==> src/rtl/id_ex_stage.sv <==
// ID/EX pipeline register for the 5-stage RISC-V core: captures decoded operands/controls,
// inserts a one-cycle bubble on load-use hazards or branch flushes, and counts both events.
module id_ex_stage #(
    parameter int XLEN  = 32,
    parameter int CNT_W = 16
) (
    input  logic             clk,
    input  logic             reset,
    input  logic             id_valid,
    input  logic [XLEN-1:0]  id_pc,
    input  logic [XLEN-1:0]  id_rs1_data,
    input  logic [XLEN-1:0]  id_rs2_data,
    input  logic [XLEN-1:0]  id_imm,
    input  logic [4:0]       id_rs1,
    input  logic [4:0]       id_rs2,
    input  logic [4:0]       id_rd,
    input  logic             id_use_rs1,
    input  logic             id_use_rs2,
    input  logic [7:0]       id_ctrl,
    input  logic             flush,
    output logic             ex_valid,
    output logic [XLEN-1:0]  ex_pc,
    output logic [XLEN-1:0]  ex_rs1_data,
    output logic [XLEN-1:0]  ex_rs2_data,
    output logic [XLEN-1:0]  ex_imm,
    output logic [4:0]       ex_rs1,
    output logic [4:0]       ex_rs2,
    output logic [4:0]       ex_rd,
    output logic [7:0]       ex_ctrl,
    output logic             pc_write,
    output logic             if_id_write,
    output logic [CNT_W-1:0] stall_cnt,
    output logic [CNT_W-1:0] flush_cnt
);

    // Control vector layout: {regwrite, memread, memwrite, memtoreg, branch, alusrc, aluop[1:0]}
    localparam int CTRL_MEMREAD = 6;

    logic hazard;
    logic rs1_match;
    logic rs2_match;

    always_comb begin
        rs1_match = id_use_rs1 && (id_rs1 == ex_rd);
        rs2_match = id_use_rs2 && (id_rs2 == ex_rd);
        // Loads into x0 never produce a value worth waiting for.
        hazard    = id_valid && ex_valid && ex_ctrl[CTRL_MEMREAD] && (ex_rd != 5'd0)
                    && (rs1_match || rs2_match);
    end

    // A flush discards the dependent instruction anyway, so it overrides the interlock.
    assign pc_write    = !(hazard && !flush);
    assign if_id_write = pc_write;

    function automatic logic [CNT_W-1:0] sat_inc(input logic [CNT_W-1:0] c);
        return (c == {CNT_W{1'b1}}) ? c : c + 1'b1;
    endfunction

    // NOTE: sequential state uses non-blocking assignments so every register samples
    // pre-edge values regardless of statement order.
    always_ff @(posedge clk) begin
        if (reset) begin
            ex_valid    <= 1'b0;
            ex_pc       <= '0;
            ex_rs1_data <= '0;
            ex_rs2_data <= '0;
            ex_imm      <= '0;
            ex_rs1      <= '0;
            ex_rs2      <= '0;
            ex_rd       <= '0;
            ex_ctrl     <= '0;
            stall_cnt   <= '0;
            flush_cnt   <= '0;
        end else if (flush) begin
            // Bubble: only valid and ctrl are cleared; the payload is left holding since
            // a zero ctrl already makes it invisible downstream.
            ex_valid  <= 1'b0;
            ex_ctrl   <= '0;
            flush_cnt <= sat_inc(flush_cnt);
        end else if (hazard) begin
            ex_valid  <= 1'b0;
            ex_ctrl   <= '0;
            stall_cnt <= sat_inc(stall_cnt);
        end else begin
            ex_valid    <= id_valid;
            ex_pc       <= id_pc;
            ex_rs1_data <= id_rs1_data;
            ex_rs2_data <= id_rs2_data;
            ex_imm      <= id_imm;
            ex_rs1      <= id_rs1;
            ex_rs2      <= id_rs2;
            ex_rd       <= id_rd;
            ex_ctrl     <= id_valid ? id_ctrl : 8'h00;
        end
    end

endmodule

==> config.mk <==
export PLATFORM = sky130hd
export DESIGN_NAME = id_ex_stage
export DESIGN_NICKNAME = d
export VERILOG_FILES = /design/src/rtl/id_ex_stage.sv
export SDC_FILE = /design/constraint.sdc
export NUM_CORES = 1
export LEC_CHECK = 0
export ABC_AREA = 1
export BUFFER_PORTS_ARGS = -buffer_cell sky130_fd_sc_hd__buf_2
export CAP_MARGIN = 20
export CORE_ASPECT_RATIO = 1.5
export CORE_UTILIZATION = 45
export CTS_CLUSTER_SIZE = 24
export DETAILED_ROUTE_END_ITERATION = 6
export PLACE_DENSITY = 0.71
export SYNTH_ARGS = -nofsm -noshare
export SYNTH_HDL_FRONTEND = slang
export SYNTH_SLANG_ARGS = --single-unit
==> constraint.sdc <==
create_clock -name clk -period 3.5 [get_ports clk]
set_clock_uncertainty 0.15 [all_clocks]
set_input_delay 0.175 -clock clk [delete_from_list [all_inputs] [get_ports clk]]
set_output_delay 0.175 -clock clk [all_outputs]
set_load 0.1 [all_outputs]
==> run metrics <==
DRT Pass-1 Iters 5; YS warnings 0; P&R area growth vs syn 45.4%; RSZ-0062 raised after global routing no; worst endpoint required time 3.67 ns; reg2reg path depth 10; Hold Path Origin id_valid; Hold Crit Endpoint ex_ctrl[7]$_SDFF_PP0_; maximum number of pins on one net before global-route repair 162; clk sink count 184; die width 114 um; clk root buf clkbuf_16; gr usage total 27.9%; Mapped Area 8420 um^2; number of buffers added for setup after CTS 0; Slew headroom 42.7%; period utilisation layout 76.1%; initial DRC count 764; hold violation total from the final report 0; Max IR drop VDD 0.334 mV; CP startpoint id_rs2[0]; most frequent cells in the layout buf_2, nand2_1, nor2_1; clock insertion delay at the later pin of the skew report 0.43 ns; die height 170 um; sequence of cells on the critical path dlygate4sd3_1 -> buf_2 -> inv_1 -> nand2_1 -> nand2_1 -> nor2_1 -> nand3_1 -> nand2_2 -> nand2_8 -> buf_4 -> nand3b_1 -> nand2_1 -> nor2_1; Power, Total 5.80 mW; grt ovf 0; total vias in the final route 9480; r2r endpoint ex_rs1_data[12]$_SDFFE_PP0P_; Post-DRT Antenna Nets 0; Residual DRC 0; number of synthesized register bits 184; Routed wire per std cell 14.9 um; final worst setup slack 0.838 ns; synth unique cells 25; Post-Syn Instances 1168; sequential-to-total area share from yosys stat 43.8%; row cnt 60; Worst path max stage delay 0.53 ns; fin nets 1762; DP HPWL 17.2 mm; clock tree buffer depth 2; core outline area 18100 um^2; Num CTS Buffers 17; slowest CP cell dlygate4sd3_1; Finish-stage setup viols 0; share of cells above drive strength 1 24.6%; reg2reg start ex_rd[1]$_SDFFE_PP0P_; CTS tree built; setup_tns 0 ns; CTS H-Tree Depth 4; input/output buffers 342; vias per cell 5.09; mean post-synth cell area 7.21 um^2; fin. max-slew vios 0; Reg clk slew, reported paths 0.07 ns; largest fanout on the critical path 95; PwrDens 474 nW/um^2; CP startpoint kind input port; Routed Wire Length 27.7 mm; kind of end point of the critical path register; Inserted Diodes 0; Crit Path Class in2reg; I/O Pins 343; Crit path top cell by count nand2_1; vias in the first global route 8834; Routability Congestion 0.898; die area 19300 um^2; outcome completed; Critical Path AT 2.83 ns; fmax 376 MHz; worst min path class in2reg; Max-Cap Viols 0; most common cell after layout, fill and taps aside buf_2; initial antenna violation count 0; worst-margin pin slew 0.859 ns; r2r setup slk 0.88 ns; first-pass GRT wire length 42.9 mm; initial core utilization 46.5%; hold depth 3; Syn Nets 1327; dpl ws 0.945 ns; Leak Pwr 5.91 nW; final worst path period need 2.66 ns
## worst max path at each step
stage / to / slack, ns / cells after the start
2_1_floorplan: pc_write / 0.05 / 7
3_3_place_gp: ex_rs1_data[19]$_SDFFE_PP0P_ / 0.99 / 10
3_5_place_dp: ex_rs1_data[1]$_SDFFE_PP0P_ / 0.95 / 11
4_1_cts: ex_rs1_data[13]$_SDFFE_PP0P_ / 0.91 / 13
5_1_grt: ex_rs1_data[11]$_SDFFE_PP0P_ / 0.63 / 13
6_report: ex_rs1_data[7]$_SDFFE_PP0P_ / 0.84 / 13
## report_power, final
| part | switching [mW] | total [mW] | internal [mW] | leakage (nW) |
|---|---|---|---|---|
| Combinational | 1.20 | 1.60 | 0.393 | 4.11 |
| Sequential | 0.0637 | 2.28 | 2.21 | 1.52 |
| Clock | 0.910 | 1.93 | 1.01 | 0.278 |
| Total | 2.18 | 5.80 | 3.62 | 5.91 |
## state kept, by name, summed over array words and instances, names as in the netlist
| signal | flops |
|---|---|
| ex_ctrl | 8 |
| ex_pc | 32 |
| ex_imm | 32 |
| stall_cnt | 16 |
| ex_valid | 1 |
| ex_rs2 | 5 |
| ex_rs1_data | 32 |
| ex_rd | 5 |
| ex_rs1 | 5 |
| flush_cnt | 16 |
| ex_rs2_data | 32 |
## critical path: cells and delay by family
kind                   cells  cell delay (ns)
AND/OR/NAND/NOR            9             1.34
buffers and inverters      4             1.28
## through the flow
stage	std cells	hold slack, ns	util, %	cell area, um^2
after CTS	1864	0.0248	67.6	12200
after floorplan	1168	0.137	-	8420
after detailed placement	1681	0.246	56.1	10100
after global placement	1681	0.239	56.1	10100
after global routing	1864	0.0577	67.6	12200
final	1864	0.0381	67.6	12200
## cell families (layout without fill, tap and decap cells)
kind of cell	Yosys count	after routing	share of synthesized area, %
AOI/OAI and AO/OA	176	176	10.5
xor gates and xnor gates	13	13	1.35
adders and majority gates	2	2	0.297
buffers and inverters	138	586	7.42
DFF	184	184	43.8
and+or+nand+nor	655	655	36.7
## routing by layer
metal	global-route usage, %	wire length (um)	vias up
li1	-	-	4693
met1	30.6	10800	4288
met2	47.9	13600	396
met3	7.04	1900	103
met4	17.2	1480	0
met5	0	0	-
## what timing repair did
| item | CTS | global route |
|---|---|---|
| hold endpoints to repair | 151 | 0 |
| resized for setup | 0 | 0 |
| hold buffers | 151 | 0 |
## layout make-up
class / count / area (um^2)
Sequential cell: 184 / 3680
Tap cell: 248 / 310
Fill cell: 1514 / 5850
Inverter: 50 / 198
Multi-Input combinational cell: 846 / 4120
Timing Repair Buffer: 504 / 3340
Clock buffer: 18 / 429
Clock inverter: 14 / 158
## Yosys cell counts
| library cell | count | area, um^2 |
|---|---|---|
| o21ai_0 | 9 | 45.0 |
| nand2_4 | 1 | 11.3 |
| nor3_1 | 13 | 65.1 |
| nand3_1 | 29 | 145 |
| xnor2_1 | 5 | 43.8 |
| buf_2 | 25 | 125 |
| nand4_2 | 1 | 12.5 |
| nand3_2 | 1 | 10.0 |
| clkbuf_1 | 35 | 131 |
| buf_1 | 16 | 60.1 |
| nand2_1 | 262 | 983 |
| nand3b_1 | 130 | 976 |
| inv_1 | 44 | 165 |
| inv_2 | 6 | 22.5 |
| nor2_2 | 2 | 12.5 |
| nor2_1 | 192 | 721 |
| a21oi_1 | 166 | 831 |
| nand2_2 | 2 | 12.5 |
| buf_4 | 4 | 30.0 |
| o21bai_1 | 1 | 7.51 |
| ha_1 | 2 | 25.0 |
| buf_6 | 8 | 90.1 |
| dfxtp_1 | 184 | 3680 |
| xor2_1 | 8 | 70.1 |
| nand4_1 | 22 | 138 |
No activity file was read; power rests on OpenSTA's default activity.
